### config.mk
export PLATFORM = sky130hd
export DESIGN_NAME = set_mode_ctrl_flat
export DESIGN_NICKNAME = d
export VERILOG_FILES = /design/src/rtl/set_mode_ctrl_if.sv /design/src/rtl/set_mode_ctrl.sv /design/src/flat_wrapper.sv
export SDC_FILE = /design/constraint.sdc
export NUM_CORES = 1
export LEC_CHECK = 0
export CAP_MARGIN = 20
export CORE_MARGIN = 3
export CORE_UTILIZATION = 36
export DETAILED_ROUTE_END_ITERATION = 6
export PLACE_DENSITY = 0.52
export SLEW_MARGIN = 15
export SYNTH_ARGS = -nofsm -noshare
export SYNTH_HDL_FRONTEND = slang
export SYNTH_SLANG_ARGS = --single-unit
### constraint.sdc
create_clock -name clk -period 5.6 [get_ports clk]
set_clock_uncertainty 0.2 [all_clocks]
set_input_delay 1.12 -clock clk [delete_from_list [all_inputs] [get_ports clk]]
set_output_delay 1.12 -clock clk [all_outputs]
set_load 0.02 [all_outputs]
### src/rtl/set_mode_ctrl_if.sv
// Button inputs and display/increment outputs of the alarm-clock mode controller.
// The controller itself uses the slave side; the button source uses master.
interface set_mode_ctrl_if;
    logic       btn_mode;
    logic       btn_next;
    logic       btn_inc;
    logic [1:0] S;
    logic [1:0] CW;
    logic [1:0] CW1;
    logic       BLINK;
    logic       inc_pulse;
    logic [2:0] inc_sel;

    modport master (
        output btn_mode, btn_next, btn_inc,
        input  S, CW, CW1, BLINK, inc_pulse, inc_sel
    );

    modport slave (
        input  btn_mode, btn_next, btn_inc,
        output S, CW, CW1, BLINK, inc_pulse, inc_sel
    );
endinterface

### src/rtl/set_mode_ctrl.sv
// Alarm-clock UI front end: button edge detection, mode FSM, digit cursors,
// increment strobes, blink phase and idle return to RUN.
module set_mode_ctrl #(
    parameter int BLINK_DIV    = 25000000,
    parameter int IDLE_TOGGLES = 20
) (
    input logic           clk,
    input logic           rst_n,
    set_mode_ctrl_if.slave bus
);
    localparam int BW = (BLINK_DIV > 1) ? $clog2(BLINK_DIV) : 1;
    localparam int IW = (IDLE_TOGGLES > 0) ? $clog2(IDLE_TOGGLES + 1) : 1;

    typedef enum logic [1:0] {
        RUN        = 2'b00,
        ALARM_VIEW = 2'b01,
        SET_TIME   = 2'b10,
        SET_ALARM  = 2'b11
    } mode_t;

    mode_t         state;
    logic [1:0]    cw;
    logic [1:0]    cw1;
    logic          blink;
    logic          inc_pulse;
    logic [2:0]    inc_sel;
    logic [BW-1:0] blink_cnt;
    logic [IW-1:0] idle_cnt;

    // bit 0 = mode, bit 1 = next, bit 2 = inc
    logic [2:0] btn;
    logic [2:0] s1, s2, s3;
    logic [2:0] press;
    logic       do_mode, do_next, do_inc, accepted, tc, timeout;

    assign btn = {bus.btn_inc, bus.btn_next, bus.btn_mode};

    always_comb begin
        press    = s2 & ~s3;
        do_mode  = press[0];
        do_next  = press[1] & ~press[0];
        do_inc   = press[2] & ~press[1] & ~press[0] & state[1];
        accepted = do_mode | do_next | do_inc;
        tc       = (blink_cnt == BW'(BLINK_DIV - 1));
        // A press in the same cycle suppresses the toggle and so the timeout.
        timeout  = !accepted && tc && (state != RUN) &&
                   (idle_cnt == IW'(IDLE_TOGGLES - 1));
    end

    always_ff @(posedge clk or negedge rst_n) begin
        if (!rst_n) begin
            s1        <= '0;
            s2        <= '0;
            s3        <= '0;
            state     <= RUN;
            cw        <= '0;
            cw1       <= '0;
            blink     <= 1'b1;
            inc_pulse <= 1'b0;
            inc_sel   <= '0;
            blink_cnt <= '0;
            idle_cnt  <= '0;
        end else begin
            s1 <= btn;
            s2 <= s1;
            s3 <= s2;

            inc_pulse <= do_inc;
            if (do_inc) begin
                inc_sel <= {state[0], state[0] ? cw : cw1};
            end

            if (accepted) begin
                blink_cnt <= '0;
                blink     <= 1'b1;
            end else if (tc) begin
                blink_cnt <= '0;
                blink     <= ~blink;
            end else begin
                blink_cnt <= blink_cnt + BW'(1);
            end

            if (do_mode) begin
                case (state)
                    RUN: begin
                        state <= SET_TIME;
                        cw1   <= '0;
                    end
                    SET_TIME: begin
                        state <= SET_ALARM;
                        cw    <= '0;
                    end
                    SET_ALARM:  state <= RUN;
                    ALARM_VIEW: begin
                        state <= SET_ALARM;
                        cw    <= '0;
                    end
                endcase
            end else if (do_next) begin
                case (state)
                    RUN:        state <= ALARM_VIEW;
                    ALARM_VIEW: state <= RUN;
                    SET_TIME:   cw1   <= cw1 + 2'd1;
                    SET_ALARM:  cw    <= cw + 2'd1;
                endcase
            end else if (timeout) begin
                state <= RUN;
            end

            if (accepted || timeout || state == RUN) begin
                idle_cnt <= '0;
            end else if (tc) begin
                idle_cnt <= idle_cnt + IW'(1);
            end
        end
    end

    assign bus.S         = state;
    assign bus.CW        = cw;
    assign bus.CW1       = cw1;
    assign bus.BLINK     = blink;
    assign bus.inc_pulse = inc_pulse;
    assign bus.inc_sel   = inc_sel;
endmodule

### src/flat_wrapper.sv
// flat-port wrapper written by rule: the top's interface ports become plain ports
module set_mode_ctrl_flat 
#(
    parameter int BLINK_DIV    = 25000000,
    parameter int IDLE_TOGGLES = 20
)
  (clk, rst_n, bus_btn_mode, bus_btn_next, bus_btn_inc, bus_S, bus_CW, bus_CW1, bus_BLINK, bus_inc_pulse, bus_inc_sel);
  set_mode_ctrl_if bus_i ();
  input logic clk;
  input logic rst_n;
  input wire logic [$bits(bus_i.btn_mode)-1:0] bus_btn_mode;
  input wire logic [$bits(bus_i.btn_next)-1:0] bus_btn_next;
  input wire logic [$bits(bus_i.btn_inc)-1:0] bus_btn_inc;
  output wire logic [$bits(bus_i.S)-1:0] bus_S;
  output wire logic [$bits(bus_i.CW)-1:0] bus_CW;
  output wire logic [$bits(bus_i.CW1)-1:0] bus_CW1;
  output wire logic [$bits(bus_i.BLINK)-1:0] bus_BLINK;
  output wire logic [$bits(bus_i.inc_pulse)-1:0] bus_inc_pulse;
  output wire logic [$bits(bus_i.inc_sel)-1:0] bus_inc_sel;
  assign bus_i.btn_mode = bus_btn_mode;
  assign bus_i.btn_next = bus_btn_next;
  assign bus_i.btn_inc = bus_btn_inc;
  assign bus_S = bus_i.S;
  assign bus_CW = bus_i.CW;
  assign bus_CW1 = bus_i.CW1;
  assign bus_BLINK = bus_i.BLINK;
  assign bus_inc_pulse = bus_i.inc_pulse;
  assign bus_inc_sel = bus_i.inc_sel;
  set_mode_ctrl #(.BLINK_DIV(BLINK_DIV), .IDLE_TOGGLES(IDLE_TOGGLES)) u_core (.clk(clk), .rst_n(rst_n), .bus(bus_i));
endmodule
==> results.py, run 1 <==
metrics = {
    "synth": {
        "yosys.area.top_type": "dfrtp_1",
        "yosys_register_bits": 50,
        "synth_top_family_by_area": "simple AND/OR/NAND/NOR gates",
        "synth_top_area_share": 0.520,
        "synth.most_common_cell": "dfrtp_1",
        "synth_edf_count": 0,
        "ys_types": 39,
        "synth_xor_area_frac": 0.100,
        "synth-simple-area-share": 0.245,
        "yosys-top-cells-area": "dfrtp_1 (52%), xor2_1 (6.3%), nor2_1 (5.6%)",
        "netlist_instances": 224,
        "syn_nets": 236,
        "syn_area_sq_um": 2360,
        "syn_area_per_cell_sq_um": 10.5,
        "async_flop_share": 1.00,
        "synth-adder-area-share": 0.0372,
        "synth_compound_area_frac": 0.0552,
        "synth_flop_cell": "dfrtp_1",
        "synth_mux_area_frac": 0.0175,
        "yosys_warnings": 0,
        "synth_common_cells": "dfrtp_1 (49), nor2_1 (35), nand3_1 (18)",
        "synth-seq-area-share": 0.532,
    },
    "worst_setup_path": {
        "arrival_ps": 1530,
        "worst_path_dominant_cell_family": "buffers and inverters",
        "path_class": "register to output port",
        "path_max_fanout": 9,
        "cpPeakStageDelay_ps": 670,
        "critPathCaptureType": "output port",
        "worstPathRequired_ps": 4280,
        "cp_slowest_cell": "clkdlybuf4s50_1",
        "crit_chain": "clkdlybuf4s50_1",
        "startpoint_type": "register",
        "path_buf_inv": 1,
    },
    "clock_network": {
        "ctsHoldBuffers": 0,
        "clkSlewWorstSetupHoldPaths_ps": 100,
        "insertion_delay_ps": 300,
        "cts_buffer_depth": 2,
        "clock_sinks": 50,
        "cts_setup_buffers": 0,
        "cts_buffers": 5,
        "ctsResizeCount": 0,
        "cts_tree": "yes",
        "cts_root_buf": "clkbuf_8",
        "htreeDepth": 2,
    },
    "floorplanning": {
        "die_w_microns": 86.9,
        "rows": 28,
        "die_h_microns": 86.9,
        "initial_utilization": 0.384,
        "die_area_sq_um": 7550,
        "core_area_sq_um": 6130,
        "ios": 16,
    },
    "sta": {
        "fin_crit_ps": 2850,
        "timing.final.crit_share": 0.509,
        "relSlewSlack": 0.542,
        "final-hold-violation-count": 0,
        "fin_tns_setup_ps": 0,
        "setup_viol": 0,
        "worstMarginPinSlew_ps": 680,
        "grt_setup_unrepaired": "false",
        "slew_viol_final": 0,
        "fmax_mhz": 351,
    },
    "grt": {
        "grt_max_degree": 51,
        "grt_pass1_wl_microns": 8100,
        "gr-usage-met3": 0.0350,
        "grt_pass1_vias": 1645,
        "met2_usage": 0.190,
        "grt_busiest_layer": "met1",
        "use_met1": 0.202,
        "grt_util_all_layers": 0.136,
        "antenna_found_initial": 0,
        "globalRoute.totalOverflow": 0,
    },
    "power_and_ir_drop": {
        "p_sw_frac": 0.282,
        "combPwrFrac": 0.182,
        "vdd_drop_max_mv": 0.157,
        "pwr-share-seq": 0.509,
        "p_clk_frac": 0.309,
        "intPower_uw": 592,
        "total_power_uw": 825,
        "p_switching_uw": 233,
        "p_leak_nw": 1.15,
        "power_density_nw_per_um2": 304,
    },
    "status": {
        "status": "finished clean",
    },
    "place": {
        "io_buffers": 15,
        "dp_hpwl_microns": 2980,
        "gp_congestion": 0.803,
    },
    "min_path": {
        "min_path_type": "register to register",
    },
    "cells_and_area": {
        "layout.nets": 258,
        "num-fill-cells": 593,
        "antenna_cells": 0,
        "synthToLayoutAreaGrowth_pct": 15.2,
        "layout-drive-gt1-share": 0.0850,
    },
    "route": {
        "dr.pass1.iters": 5,
        "route.detailed.wl_per_inst_microns": 13.4,
        "drt-initial-drc-count": 69,
        "drcViolationCount": 0,
        "num_vias": 1615,
        "wl_microns": 4320,
        "vias_per_cell": 5.02,
        "ant_nets": 0,
    },
    "job": {
        "drv_cap": 0,
    },
}
## routing by layer
layer  wire [microns]  vias to the layer above  share of wire
met3              101                        4          0.023
met4               40                        0         0.0093
li1                 -                      819              -
met2             1800                       10           0.42
met5                0                        -              0
met1             2370                      782           0.55
## registers in the layout (all words and copies together), names as in the netlist
name,count
u_core.blink_cnt,25
u_core.bus.BLINK,1
u_core.bus.CW,2
u_core.bus.CW1,2
u_core.bus.S,2
u_core.bus.inc_pulse,1
u_core.bus.inc_sel,3
u_core.idle_cnt,5
u_core.s1,3
u_core.s2,3
u_core.s3,3
## placed cells by master (no fill, tap or decap), types with 6 or more instances in the layout
master	count
xor2_1	17
nor2_1	35
and3_1	7
xnor2_1	10
inv_1	6
clkdlybuf4s50_1	14
dfrtp_1	49
nand2_1	12
ha_1	7
a21oi_1	8
nand4_1	8
nand3_1	18
## metrics by stage
| stage | hold slack [ps] | utilization | setup WS [ps] | instances | cell area, sq um |
|---|---|---|---|---|---|
| floorplan | 131 | - | 3340 | 224 | 2360 |
| global placement | 131 | 0.424 | 3100 | 314 | 2600 |
| detailed placement | 135 | 0.424 | 3080 | 314 | 2600 |
| CTS | 157 | 0.443 | 2730 | 322 | 2720 |
| global route | 168 | 0.443 | 2680 | 322 | 2720 |
| finish | 153 | 0.443 | 2750 | 322 | 2720 |
## cells by family (layout without fill, tap and decap cells)
kind of cell | count (synthesis) | in the layout
AND/OR/NAND/NOR | 107 | 107
multiplexers | 4 | 4
flip-flops | 50 | 50
adder cells (fa/ha/maj) | 7 | 7
AO/OA/AOI/OAI | 21 | 21
XOR/XNOR | 27 | 27
buffers and inverters | 8 | 31
## layout make-up
type                       instances  area [sq um]  area share
sequential                        50          1250       0.461
multi-input combinational        166          1070       0.395
timing repair buffer              17           160      0.0590
tap                               75          93.8      0.0346
clock buffer                       5          68.8      0.0253
clock inverter                     3          45.0      0.0166
inverter                           6          22.5     0.00829
## power groups by stage
stage                     clock network [mW]  logic, mW  registers, mW
final                                  0.255      0.151          0.420
after global routing                   0.281      0.168          0.426
after CTS                              0.266      0.153          0.420
after detailed placement                   0      0.152          0.428
after global placement                     0      0.153          0.427
after floorplan                            0     0.0542          0.449
## worst paths after layout
check / from / to / slack, ps / cells after the start
worst max-delay path: u_core.bus.S[0] / bus_S[0] / 2750 / 1
worst min-delay path: u_core.s1[0] / u_core.s2[0] / 150 / 0
worst max register to register: u_core.bus.S[0] / u_core.bus.S[0] / 3150 / 7
worst min register to register: u_core.s1[0] / u_core.s2[0] / 150 / 0
max in group asynchronous: rst_n / u_core.blink_cnt[5] / 4060 / 2
min in group asynchronous: rst_n / u_core.bus.inc_pulse / 690 / 2
## worst register-to-register path: cells and delay by family, from the launching register on
kind,cells,cell delay [ps]
and+or+nand+nor,2,840
AOI/OAI and AO/OA,2,320
buffers and inverters,2,210
DFF,1,550
adders and majority gates,1,230
Power figures use the tool's default switching activity.
==> run 2: changes to the inputs <==
Settings changed: PLACE_DENSITY 0.52 to 0.54.
Clock period 5.6 ns to 2.6 ns, I/O delays scaled along.
==> results.py, run 2 (synthesis results as in run 1) <==
metrics = {
    "route": {
        "wl_met1_microns": 2340,
        "route.detailed.wl_per_inst_microns": 13.8,
        "wl_met2_microns": 1970,
        "vias_per_cell": 5.11,
        "dr.pass1.iters": 4,
        "wl_met3_microns": 108,
        "top_layer_used": "met4",
        "ant_nets": 0,
        "wl_microns": 4470,
        "drt-initial-drc-count": 103,
        "num_vias": 1656,
        "drcViolationCount": 0,
    },
    "worst_setup_path": {
        "path_max_fanout": 5,
        "r2r_cells": 5,
        "path_class": "register to register",
        "r2r_slack_ps": 310,
        "cpPeakStageDelay_ps": 550,
        "worstPathRequired_ps": 2590,
        "crit_chain": "ha_1 -> nor4b_1 -> or4b_4 -> a21oi_1 -> o21ba_1",
        "r2r-start": "u_core.idle_cnt[0]",
        "critPathCaptureType": "register",
        "arrival_ps": 2280,
        "timing.rr.end": "u_core.bus.S[0]",
        "cp_slowest_cell": "or4b_4",
        "startpoint_type": "register",
    },
    "clock_network": {
        "cts_root_buf": "clkbuf_8",
        "cts_buffer_depth": 2,
        "cts_buffers": 5,
        "insertion_delay_ps": 300,
        "clock_sinks": 50,
        "htreeDepth": 2,
        "cts_setup_buffers": 0,
        "ctsHoldBuffers": 0,
        "clkSlewWorstSetupHoldPaths_ps": 90,
        "cts_tree": "yes",
        "ctsResizeCount": 0,
    },
    "floorplanning": {
        "ios": 16,
        "initial_utilization": 0.384,
        "core_area_sq_um": 6130,
        "die_h_microns": 86.9,
        "die_w_microns": 86.9,
        "die_area_sq_um": 7550,
        "rows": 28,
    },
    "grt": {
        "antenna_found_initial": 0,
        "grt_util_all_layers": 0.135,
        "grt_max_degree": 51,
        "grt_pass1_vias": 1716,
        "grt_pass1_wl_microns": 8110,
        "globalRoute.totalOverflow": 0,
    },
    "sta": {
        "fin_ws_ps": 314,
        "worstMarginPinSlew_ps": 624,
        "fmax_mhz": 437,
        "final-hold-violation-count": 0,
        "setup_viol": 0,
        "timing.final.crit_share": 0.879,
        "hold_slack_ps": 119,
        "grt_setup_unrepaired": "false",
        "relSlewSlack": 0.580,
        "slew_viol_final": 0,
        "fin_crit_ps": 2290,
        "fin_tns_setup_ps": 0,
    },
    "place": {
        "postPlaceCellArea_sq_um": 2620,
        "pre_cts_ws_ps": 351,
        "gp_congestion": 0.856,
        "dp_hpwl_microns": 3080,
        "io_buffers": 15,
    },
    "power_and_ir_drop": {
        "p_leak_nw": 1.18,
        "vdd_drop_max_mv": 0.360,
        "total_power_mw": 1.90,
        "power_density_nw_per_um2": 687,
    },
    "cells_and_area": {
        "finish.instance_area_sq_um": 2760,
        "final_cell_mix": "dfrtp_1 (49), nor2_1 (35), nand3_1 (18)",
        "largest-register": "u_core.blink_cnt",
        "final-seq-area_sq_um": 1250,
        "multi_input_area_sq_um": 1070,
        "layout-drive-gt1-share": 0.0924,
        "num-fill-cells": 571,
        "reg_top3": "u_core.blink_cnt x25, u_core.idle_cnt x5",
        "antenna_cells": 0,
        "largest_reg_flops": 25,
        "layout.nets": 260,
        "final_common_cell": "dfrtp_1",
        "synthToLayoutAreaGrowth_pct": 17.1,
    },
    "min_path": {
        "min_path_type": "primary input to async pin",
    },
    "status": {
        "status": "finished clean",
    },
    "job": {
        "drv_cap": 0,
    },
}
[run 2: cell types whose count changed in the layout (fill, tap and decap cells not counted)]
| cell | change |
|---|---|
| buf_4 | +2 |
| clkbuf_8 | +1 |
| clkinvlp_4 | -2 |
| bufinv_16 | +1 |
[run 2: report_power, final]
group	total (mW)	switching [mW]	internal (mW)
sequential	0.893	0.0532	0.840
clock	0.666	0.255	0.410
combinational	0.337	0.182	0.155
total	1.90	0.490	1.41
[run 2: how the worst max path moves through the flow]
stage | from | to | slack [ps] | cells after the start
floorplan | u_core.bus.S[0] | u_core.bus.S[0] | 340 | 7
detailed placement | u_core.idle_cnt[0] | u_core.bus.S[0] | 350 | 5
finish | u_core.idle_cnt[0] | u_core.bus.S[0] | 310 | 5
global route | u_core.idle_cnt[0] | u_core.bus.S[0] | 120 | 5
global placement | u_core.idle_cnt[0] | u_core.bus.S[0] | 410 | 5
CTS | u_core.idle_cnt[0] | u_core.bus.S[0] | 330 | 5
[run 2: final cells by class]
| class | count | share of cell area |
|---|---|---|
| Clock buffer | 6 | 0.0299 |
| Sequential cell | 50 | 0.454 |
| Timing Repair Buffer | 19 | 0.0635 |
| Tap cell | 75 | 0.0340 |
| Multi-Input combinational cell | 166 | 0.389 |
| Clock inverter | 2 | 0.0218 |
| Inverter | 6 | 0.00816 |
[run 2: per-layer routing]
metal	up-vias	track usage
met1	813	0.190
met4	0	0.0467
li1	820	-
met5	-	0
met3	5	0.0284
met2	18	0.208
[run 2: through the flow]
| step | util | cells |
|---|---|---|
| finish | 0.450 | 324 |
| global route | 0.450 | 324 |
| CTS | 0.450 | 324 |
| detailed placement | 0.427 | 316 |
| global placement | 0.427 | 316 |
| floorplan | - | 224 |
[run 2: worst max-delay path, delay by kind of cell, from the launching register on]
| kind | cells | cell delay [ps] |
|---|---|---|
| AO/OA/AOI/OAI | 2 | 290 |
| adder cells (fa/ha/maj) | 1 | 260 |
| flip-flops | 1 | 390 |
| AND/OR/NAND/NOR | 2 | 1060 |
==> run 3: changes to the inputs <==
Settings changed: CTS_CLUSTER_DIAMETER set to 200, SLEW_MARGIN 15 to unset.
==> results of run 3 <==
Same layout as run 2: the final DEF is identical, and so are final timing and power.
